[config.mk]
export PLATFORM = sky130hd
export DESIGN_NAME = systolic_a_skew
export DESIGN_NICKNAME = d
export VERILOG_FILES = /design/src/rtl/systolic_a_skew.sv
export SDC_FILE = /design/constraint.sdc
export NUM_CORES = 1
export LEC_CHECK = 0
export ABC_AREA = 1
export CORE_MARGIN = 2
export CORE_UTILIZATION = 23
export DETAILED_ROUTE_END_ITERATION = 7
export PLACE_DENSITY = 0.48
export SLEW_MARGIN = 20
export SYNTH_ARGS = -nofsm -noshare
export SYNTH_HDL_FRONTEND = slang
export SYNTH_SLANG_ARGS = --single-unit
[constraint.sdc]
create_clock -name clk -period 3 [get_ports clk]
set_input_delay 0.45 -clock clk [delete_from_list [all_inputs] [get_ports clk]]
set_output_delay 0.45 -clock clk [all_outputs]
set_load 0.03 [all_outputs]
[src/rtl/systolic_a_skew.sv]
// Input skew buffer for the systolic array: stores one DIM x DIM A matrix and
// streams it with row i delayed by i cycles so the wavefront meets each MAC row.
module systolic_a_skew #(
    parameter int unsigned BITS_AB = 8,
    parameter int unsigned DIM     = 8
) (
    input  logic                     clk,
    input  logic                     rst_n,
    input  logic                     en,
    input  logic                     wr_en,
    input  logic [$clog2(DIM)-1:0]   wr_row,
    input  logic [DIM*BITS_AB-1:0]   wr_data,
    input  logic                     start,
    output logic [DIM*BITS_AB-1:0]   a_out,
    output logic                     valid,
    output logic                     last,
    output logic                     busy
);

    localparam int unsigned RW       = $clog2(DIM);
    localparam int unsigned CW       = $clog2(2*DIM-1);
    localparam int unsigned BUS_W    = DIM*BITS_AB;
    localparam int unsigned LAST_CNT = 2*DIM-2;

    typedef enum logic [0:0] {
        IDLE   = 1'b0,
        STREAM = 1'b1
    } state_t;

    state_t                 state;
    state_t                 state_nxt;
    logic [CW-1:0]          cnt;
    logic [CW-1:0]          cnt_nxt;
    logic                   at_last;

    logic [BITS_AB-1:0]     mem [DIM][DIM];

    logic [BUS_W-1:0]       lanes_c;
    logic [BUS_W-1:0]       a_nxt;
    logic                   valid_nxt;
    logic                   last_nxt;

    assign at_last = (cnt == CW'(LAST_CNT));
    assign busy    = (state == STREAM);

    // Matrix storage: written only while idle, cleared by reset.
    always_ff @(posedge clk) begin
        if (!rst_n) begin
            for (int r = 0; r < int'(DIM); r++) begin
                for (int c = 0; c < int'(DIM); c++) begin
                    mem[r][c] <= '0;
                end
            end
        end else if (state == IDLE && wr_en) begin
            for (int c = 0; c < int'(DIM); c++) begin
                mem[wr_row][c] <= wr_data[c*BITS_AB +: BITS_AB];
            end
        end
    end

    // Diagonal band select: lane i reads column cnt-i of row i, zero outside.
    for (genvar i = 0; i < int'(DIM); i++) begin : g_lane
        logic [CW:0] diff;
        logic        in_band;

        assign diff    = {1'b0, cnt} - (CW+1)'(i);
        assign in_band = !diff[CW] && (diff < (CW+1)'(DIM));
        assign lanes_c[i*BITS_AB +: BITS_AB] = in_band ? mem[i][diff[RW-1:0]]
                                                       : {BITS_AB{1'b0}};
    end

    // State register.
    always_ff @(posedge clk) begin
        if (!rst_n) begin
            state <= IDLE;
            cnt   <= '0;
        end else begin
            state <= state_nxt;
            cnt   <= cnt_nxt;
        end
    end

    // Next-state logic; en gates only stream progress, not the start handshake.
    always_comb begin
        state_nxt = state;
        cnt_nxt   = cnt;
        unique case (state)
            IDLE: begin
                if (start) begin
                    state_nxt = STREAM;
                    cnt_nxt   = '0;
                end
            end
            STREAM: begin
                if (en) begin
                    if (at_last) begin
                        state_nxt = IDLE;
                        cnt_nxt   = '0;
                    end else begin
                        cnt_nxt = cnt + CW'(1);
                    end
                end
            end
            default: begin
                state_nxt = IDLE;
                cnt_nxt   = '0;
            end
        endcase
    end

    // Output next-value logic; a stalled stream holds its current beat.
    always_comb begin
        a_nxt     = a_out;
        valid_nxt = valid;
        last_nxt  = last;
        unique case (state)
            IDLE: begin
                a_nxt     = '0;
                valid_nxt = 1'b0;
                last_nxt  = 1'b0;
            end
            STREAM: begin
                if (en) begin
                    a_nxt     = lanes_c;
                    valid_nxt = 1'b1;
                    last_nxt  = at_last;
                end
            end
            default: begin
                a_nxt     = '0;
                valid_nxt = 1'b0;
                last_nxt  = 1'b0;
            end
        endcase
    end

    // Registered stream outputs.
    always_ff @(posedge clk) begin
        if (!rst_n) begin
            a_out <= '0;
            valid <= 1'b0;
            last  <= 1'b0;
        end else begin
            a_out <= a_nxt;
            valid <= valid_nxt;
            last  <= last_nxt;
        end
    end

endmodule

**Word level (Yosys, flattened, before mapping)**

Memories as Yosys holds them, arrays and structs flattened.
Index checks and enable logic that the tools add are counted.
W data, S select, Z words.

- Bits in registers: 71
- Memory bits (writable): 512
- Output and inout bits: 67
- Logic and storage cells: 112
- Memories kept: 1

Memories:

| name | depth | bits a word | rd ports | clocked after memory_dff | write ports | line | source |
|---|---|---|---|---|---|---|---|
| mem | 8 | 64 | 8 | 0 | 8 | 36 | `logic [BITS_AB-1:0] mem [DIM][DIM];` |

- $add $sub $neg: 8
- Magnitude comparators: 16
- Equal/unequal tests: 3
- Mux-type cells: 53
- Bitwise gates (word level): 9
- Reductions and logical operators: 17

Operators by type and width:

| cell | number |
|---|---|
| $bmux W8 S3 | 8 |
| $mux W8 | 24 |
| $mux W64 | 2 |
| $pmux W64 S2 | 1 |
| $reduce_or A64 Y1 | 1 |
| $lt A5 B4 Y1 const B | 7 |
| $ge A4 B4 Y1 const B | 8 |
| $not A3 Y4 | 8 |
| $sub A4 B3 Y5 const B | 4 |
| $mux W4 | 3 |
| $mux W1 | 10 |
| $sub A4 B2 Y5 const B | 2 |
| $logic_and A1 B1 Y1 | 8 |
| $pmux W4 S2 | 1 |
| $logic_not A1 Y1 | 7 |
| $pmux W1 S2 | 3 |
| $sub A4 B1 Y5 const B | 1 |
| $add A4 B1 Y4 const B | 1 |
| $eq A4 B4 Y1 const B | 1 |
| $lt A4 B4 Y1 const B | 1 |
| $ne A2 B2 Y1 const B | 2 |
| $mux W3 | 1 |
| $reduce_and A2 Y1 | 1 |
| $not A1 Y1 | 1 |

**Depth between registers and ports, before layout**

Gate-level depths: netlist of run 1.

- Depth after elaboration: 8
- Mapped depth: 12
- Mapped depth without buffers: 10

**Least setup slack after synthesis of run 1**

Ideal clock, no wire load.

- Path kind: flip-flop to flip-flop
- From: reg state, in the netlist busy
- To: mem mem[0][0] (netlist name) (enable)
- Arrival: 2562 ps
- Data required time: 2576 ps
- Slack: 15 ps
- Cell stages (with the launch flop): 8
- Path buffers: 2
- Clock period less this slack: 2985 ps
- Cells stage by stage: dfxtp_1 inv_2 nand3_1 nor2_2 nand2_1 buf_2 buf_2 nand2_1

RTL lines:

| item | line | source |
|---|---|---|
| from (decl) | 30 | `state_t state;` |
| from (signal assigned) | 78 | `state <= state_nxt;` |
| to (decl) | 36 |  |

**Final worst setup path of run 1**

- From: reg cnt[1]
- To: reg a_out[43]

- Word-level cells in the longest chain between the ends: 8
- Elaborated cells between the ends (all ways): 11
- Classes of those cells: 1 x add/sub; 1 x order compare; 6 x mux; 1 x bitwise; 2 x reduce/logical

Ends and longest elaborated chain:

| item | line | source |
|---|---|---|
| from (decl) | 32 | `logic [CW-1:0] cnt;` |
| from (signal assigned) | 79 | `cnt <= cnt_nxt;` |
| $sub A4 B3 Y5 (*) | 66 | `assign diff = {1'b0, cnt} - (CW+1)'(i);` |
| $not A3 Y4 (implied by the code) | 68 | `assign lanes_c[i*BITS_AB +: BITS_AB] = in_band ? mem[i][diff[RW-1:0]]` |
| $bmux W8 S3 | 68 |  |
| $mux W8 (implied by the code) (2 in a row) | 68 |  |
| $mux W8 (*) | 68 |  |
| $mux W64 (*) | 123 | `if (en) begin` |
| $pmux W64 S2 (*) | 116 | `unique case (state)` |
| to (signal assigned) | 144 | `a_out <= a_nxt;` |
| to (decl) | 14 | `output logic [DIM*BITS_AB-1:0] a_out,` |

Every way passes the cells marked *; elsewhere a longest branch is shown, timed or not. The select of a mux whose other input is x is not followed.
A chain may end at the register's enable or synchronous reset.

==> reports/qor.csv, run 1 <==
stage;metric;value;unit
timing;clk_skew;0.0384;ns
logic_synthesis;yosys warns;0;
critical_path;Critical Path AT;3.06;ns
critical_path;WP buf/inv;2;
logic_synthesis;Cell variety after synth;26;
logic_synthesis;#FFs+latches synth;583;
min_path;WHS Path Cells;2;
critical_path;R2R setup slack;0.48;ns
timing;Final Hold Viols;0;
timing;final hold slack;0.463;ns
clocking;CTS Sinks;583;
timing;actual slew at the worst max-slew pin;0.946;ns
grt;initial antenna violation count;1;
grt;pin count of the biggest net entering global routing;139;
grt;grt total ovfl;0;
detailed_routing;Routed Antenna Nets;0;
die;Initial Util;23.2;%
clocking;CTS H-tree depth;3;
pwr;peak supply drop;0.346;mV
cells_and_area;commonest non-fill, non-tap cell in the layout;nand2_1;
critical_path;cell mode on critical path;nand3_1;
cells_and_area;share of post-route cells with drive strength above 1;7.39;%
clocking;Post-CTS Hold Fix Bufs;0;
detailed_routing;vias;19900;
die;core box area;0.114;mm2
grt;first-pass GRT wire length;136000;um
clocking;total CTS buffers;69;
critical_path;Worst EP required;3.54;ns
critical_path;Worst R2R End;a_out[43]$_SDFFE_PN0P_;
timing;Tmin final;2.52;ns
cells_and_area;most frequent cells in the layout;689 x nand2_1, 570 x nor2_1, 512 x edfxtp_1, 381 x nand3_1, 362 x inv_1;
timing;fin crit share;83.9;%
detailed_routing;wire per inst;21.3;um
min_path;Tightest Hold Check Type;register to register;
timing;slew margin rel.;36.9;%
timing;Setup TNS;0;ns
detailed_routing;DRC;0;
critical_path;reg2reg path depth;8;
timing;RSZ-0062 raised after global routing;false;
die;die height;344;um
logic_synthesis;syn_area_per_cell;9.15;um2
critical_path;worst-path maximum fanout;33;
run;max-cap violations;0;
die;io pins;139;
detailed_routing;Pre-antenna DRT Iters;5;
clocking;clock latency on the worst-skew pair;0.65;ns
timing;Final Setup Violations;0;
critical_path;delay-heaviest family, CP;simple AND/OR/NAND/NOR gates;
place;port buffer count;138;
detailed_routing;Vias/cell;4.36;
grt;vias in the first global route;18500;
clocking;CTS Root Cell;clkbuf_16;
place;placed cell count;4444;
clocking;clock slew at reported path FFs;0.07;ns
detailed_routing;initial drt markers;1848;
pwr;standby leakage power;13.1;nW
pwr;cell area power density;613;mW/mm2
clocking;CTS Buffer Depth;3;
logic_synthesis;Mapped Nets;2986;
min_path;Hold Path Sink;a_out[10]$_SDFFE_PN0P_;
clocking;# resized after CTS;0;
critical_path;reg-to-reg startpoint;cnt[1]$_SDFFE_PN0P_;
critical_path;CP Launch Type;register;
min_path;critical hold path startpoint;a_out[10]$_SDFFE_PN0P_;
critical_path;Worst path slowest cell;nor2_2;
outcome;status;finished clean;
place;Routability Congestion;0.780;
cells_and_area;Cell Count, Final, Fillers Out;4570;
critical_path;CP Class;register to register;
cells_and_area;Layout Nets;3087;
timing;Final Max Tran Viols;0;
clocking;CTS tree;yes;
critical_path;CP cell instances;buf_4 > ha_1 > inv_1 > nand3_1 > nand2_1 > nor2_2 > nand3_1 > a21oi_1;
cells_and_area;synth-to-layout area growth;20.7;%
cells_and_area;ANT cells;0;
critical_path;critical path capture point type;register;
logic_synthesis;area fraction of the dominant cell type after synthesis;57.9;%
die;Die Wd;344;um
logic_synthesis;Synth Instances;2902;
detailed_routing;drt total wl;97200;um
logic_synthesis;largest area contributor in the netlist;edfxtp_1;
timing;fmax;397;MHz
place;DP HPWL;59800;um
logic_synthesis;top cells by area, synth;edfxtp_1 58%, nand2_1 10%, nor2_1 8.1%, nand3_1 7.2%, dfxtp_1 5.4%;
logic_synthesis;post-synthesis sequential area ratio;63.3;%
die;DIE AREA;0.118;mm2
grt;Tot GR Track Use;16.3;%
critical_path;max incr delay on CP;0.48;ns
logic_synthesis;synthesized cell area;0.0265;mm2
clocking;postcts setup bufs;0;
die;FP Rows;124;
-- registers in the layout, summed over array words and instances, names as in the netlist --
register / cells
busy: 1
mem: 512
last: 1
cnt: 4
valid: 1
a_out: 64
-- how the worst max path moves through the flow --
stage	to	from	cells after the start	slack, ns
5_1_grt	a_out[45]$_SDFFE_PN0P_	cnt[1]$_SDFFE_PN0P_	8	0.41
3_5_place_dp	mem[5][48]$_SDFFCE_PN0P_	rst_n	6	0.23
4_1_cts	a_out[45]$_SDFFE_PN0P_	cnt[1]$_SDFFE_PN0P_	8	0.46
2_1_floorplan	mem[0][0]$_SDFFCE_PN0P_	busy$_SDFF_PN0_	7	0.01
3_3_place_gp	mem[5][56]$_SDFFCE_PN0P_	rst_n	6	0.23
6_report	a_out[43]$_SDFFE_PN0P_	cnt[1]$_SDFFE_PN0P_	8	0.48
-- synth_stat cells (all sizes together) --
library cell	count
o31ai	1
a21oi	71
inv	370
or2	22
edfxtp	512
clkinv	1
o21ai	2
ha	12
buf	129
dfxtp	71
nor3	1
clkbuf	39
nand2	709
nor2	578
nand3	384
-- per-stage QoR --
stage / setup slack [ns] / total power [mW] / cell area, um2 / util (%)
after CTS: 0.459 / 19.8 / 32000 / 28.0
final: 0.483 / 19.6 / 32000 / 28.0
after floorplan: 0.0146 / 10.3 / 26500 / -
after global routing: 0.409 / 20.3 / 32000 / 28.0
after detailed placement: 0.229 / 11.2 / 29800 / 26.0
after global placement: 0.235 / 11.2 / 29800 / 26.0
-- kinds of logic (layout without fill, tap and decap cells) --
| logic type | after synthesis | after routing | synth area share (%) |
|---|---|---|---|
| AOI/OAI and AO/OA | 74 | 74 | 1.40 |
| adders and majority gates | 12 | 12 | 0.566 |
| buffers and inverters | 539 | 695 | 8.47 |
| DFF | 583 | 583 | 63.3 |
| and+or+nand+nor | 1694 | 1694 | 26.3 |
-- layout make-up --
cell class	count	area [um2]
clock buffers	102	2000
well taps	1512	1890
inverters	371	1400
fillers	12100	82300
multi-input cells	1780	7560
repair buffers	198	2090
flip-flops and latches	583	16800
clock inverters	24	282
-- worst min-delay path: stages (launching register included) --
cell and delay, ns:
dfxtp_1 0.31, nand2_1 0.06, a21oi_1 0.05
-- per-layer routing --
| layer | global-route usage, % | wire length [um] | vias to the layer above |
|---|---|---|---|
| li1 | - | - | 9443 |
| met1 | 21.7 | 42200 | 9716 |
| met2 | 25.7 | 44600 | 581 |
| met3 | 3.02 | 6380 | 164 |
| met4 | 7.29 | 4070 | 2 |
| met5 | 0 | 12 | - |
-- power breakdown --
part / leakage, nW / total, mW / switching, mW / internal [mW]
Sequential: 5.85 / 9.20 / 0.0791 / 9.12
Combinational: 6.14 / 1.82 / 1.36 / 0.462
Clock: 1.11 / 8.61 / 3.53 / 5.08
Total: 13.1 / 19.6 / 4.96 / 14.7
Power figures use the tool's default switching activity.
==> run 2, diff against run 1 <==
==> constraint.sdc (replaced) <==
create_clock -name clk -period 2.2 [get_ports clk]
set_input_delay 0.33 -clock clk [delete_from_list [all_inputs] [get_ports clk]]
set_output_delay 0.33 -clock clk [all_outputs]
set_load 0.03 [all_outputs]
==> run 2 against run 1 <==
Setup slack worse by 0.44 ns. Critical endpoint is now a_out[28]. Die area stayed put. Total power is 32% higher. Largest power group unchanged. Worst hold slack better by 0.0031 ns. Final area is 2.9% higher. Sequential share of layout area is 1.5 points lower. Utilization is 0.80 points higher. Non-clock buffer count is 116 higher. Critical path depth is 7 lower. Global-route usage is 0.088 points lower. First-iteration DRC count is 5.4% lower.
==> reports/qor.csv, run 2 (synthesis results as in run 1) <==
stage;metric;value;unit;change
outcome;status;finished clean;;
die;Initial Util;23.2;%;unchanged
clocking;CTS tree;yes;;
cells_and_area;Layout Nets;3201;;+3.7%
timing;fmax;464;MHz;
critical_path;worst-path maximum fanout;2;;-94%
die;die height;344;um;unchanged
clocking;postcts setup bufs;0;;unchanged
grt;grt total ovfl;0;;unchanged
place;Routability Congestion;0.786;;+0.78%
timing;Setup TNS;0;ns;unchanged
die;Die Wd;344;um;unchanged
timing;actual slew at the worst max-slew pin;0.645;ns;-0.301 ns
clocking;CTS Sinks;583;;unchanged
critical_path;Worst EP required;1.87;ns;-1.67 ns
critical_path;R2R setup slack;0.11;ns;-0.37 ns
cells_and_area;number of flip-flops in the largest register;512;;unchanged
timing;slew margin rel.;57.0;%;+20 points
clocking;clock slew at reported path FFs;0.06;ns;about the same
timing;Final Max Tran Viols;0;;unchanged
detailed_routing;WL met3;4660;um;-27%
detailed_routing;DRC;0;;unchanged
critical_path;reg-to-reg startpoint;cnt[0]$_SDFFE_PN0P_;;
grt;vias in the first global route;19000;;+3.1%
clocking;CTS Root Cell;clkbuf_16;;
timing;worst setup margin;0.0451;ns;-0.438 ns
critical_path;delay-heaviest family, CP;buffers and inverters;;
cells_and_area;biggest regs;mem x512, a_out x64, cnt x4;;
grt;initial antenna violation count;2;;+1
critical_path;CP Launch Type;register;;
clocking;total CTS buffers;67;;-2.9%
pwr;peak supply drop;0.582;mV;+68%
detailed_routing;vias;20200;;+1.6%
detailed_routing;Vias/cell;4.32;;-0.87%
cells_and_area;most frequent cells in the layout;689 x nand2_1, 570 x nor2_1, 512 x edfxtp_1, 381 x nand3_1, 362 x inv_1;;
detailed_routing;top sig layer;met5;;
timing;Tmin final;2.15;ns;
detailed_routing;DR WL met2;46900;um;+5.4%
pwr;standby leakage power;13.6;nW;+4.2%
critical_path;max incr delay on CP;0.72;ns;+0.24 ns
place;port buffer count;138;;unchanged
cells_and_area;Finished Cell Area;0.0330;mm2;+2.9%
die;DIE AREA;0.118;mm2;unchanged
detailed_routing;Pre-antenna DRT Iters;5;;unchanged
place;area post-placement;0.0309;mm2;+3.8%
grt;first-pass GRT wire length;138000;um;+1.1%
clocking;# resized after CTS;0;;unchanged
clocking;clock latency on the worst-skew pair;0.64;ns;about the same
detailed_routing;drt total wl;95800;um;-1.4%
min_path;WHS Path Cells;2;;unchanged
cells_and_area;Final Util;28.8;%;+0.80 points
cells_and_area;Top reg by flops;mem;;
cells_and_area;synth-to-layout area growth;24.1;%;
min_path;Hold Path Sink;a_out[31]$_SDFFE_PN0P_;;
timing;Final Setup Violations;0;;unchanged
place;worst slack, placed;-0.0866;ns;-0.315 ns
critical_path;Worst path slowest cell;clkdlybuf4s50_1;;
grt;pin count of the biggest net entering global routing;117;;-16%
die;FP Rows;124;;unchanged
critical_path;CP Class;register to primary output;;
critical_path;CP cell instances;clkdlybuf4s50_1;;
die;core box area;0.114;mm2;unchanged
critical_path;Worst path depth;1;;-7
critical_path;critical path capture point type;primary output;;
timing;RSZ-0062 raised after global routing;false;;
run;max-cap violations;0;;unchanged
die;io pins;139;;unchanged
timing;fin crit share;98.0;%;
pwr;Final Power;25.8;mW;+32%
cells_and_area;# fillers;11900;;-1.3%
critical_path;WP buf/inv;1;;-1
critical_path;Worst Setup SP;a_out[28]$_SDFFE_PN0P_;;
critical_path;Worst R2R End;a_out[59]$_SDFFE_PN0P_;;
clocking;CTS Buffer Depth;3;;unchanged
timing;clk_skew;0.0334;ns;-0.00497 ns
detailed_routing;M1 WL;42100;um;-0.22%
clocking;Post-CTS Hold Fix Bufs;0;;unchanged
min_path;Tightest Hold Check Type;register to register;;
detailed_routing;Routed Antenna Nets;0;;unchanged
pwr;cell area power density;784;mW/mm2;+28%
detailed_routing;wire per inst;20.5;um;-3.8%
cells_and_area;share of post-route cells with drive strength above 1;10.7;%;+3.3 points
min_path;critical hold path startpoint;a_out[31]$_SDFFE_PN0P_;;
place;DP HPWL;61100;um;+2.2%
timing;Final Hold Viols;0;;unchanged
detailed_routing;initial drt markers;1749;;-5.4%
critical_path;reg2reg path depth;8;;unchanged
critical_path;Critical Path AT;1.82;ns;-1.24 ns
clocking;CTS H-tree depth;3;;unchanged
grt;Tot GR Track Use;16.2;%;-0.088 points
cells_and_area;commonest non-fill, non-tap cell in the layout;nand2_1;;
run 2: power breakdown:
part | internal [mW] | switching, mW | total (mW)
clock network | 5.98 | 4.69 | 10.7
registers | 12.4 | 0.109 | 12.5
logic | 0.751 | 1.87 | 2.62
run 2: worst max-delay path by stage:
| stage | end |
|---|---|
| after floorplan | a_out[17]$_SDFFE_PN0P_ |
| final | a_out[28] |
| after global placement | mem[6][58]$_SDFFCE_PN0P_ |
| after global routing | a_out[28] |
| after CTS | busy |
| after detailed placement | mem[6][38]$_SDFFCE_PN0P_ |
run 2: area by class of cell:
class | count | area (um2) | area share (%)
Tap cell | 1512 | 1890 | 5.74
Clock buffer | 93 | 1860 | 5.66
Clock inverter | 30 | 188 | 0.570
Timing Repair Buffer | 314 | 3200 | 9.72
Antenna cell | 1 | 2.50 | 0.00759
Multi-Input combinational cell | 1780 | 7600 | 23.1
Inverter | 371 | 1400 | 4.25
Sequential cell | 583 | 16800 | 51.0
run 2: per-layer routing:
layer | vias up | global-route usage [%]
li1 | 9670 | -
met1 | 9956 | 21.6
met2 | 489 | 27.4
met3 | 108 | 2.20
met4 | 2 | 4.42
met5 | - | 0
run 2: stage by stage:
stage	cells	hold slack [ns]
global placement	4560	0.450
CTS	4683	0.454
global route	4683	0.482
floorplan	2902	0.492
finish	4684	0.466
detailed placement	4560	0.458
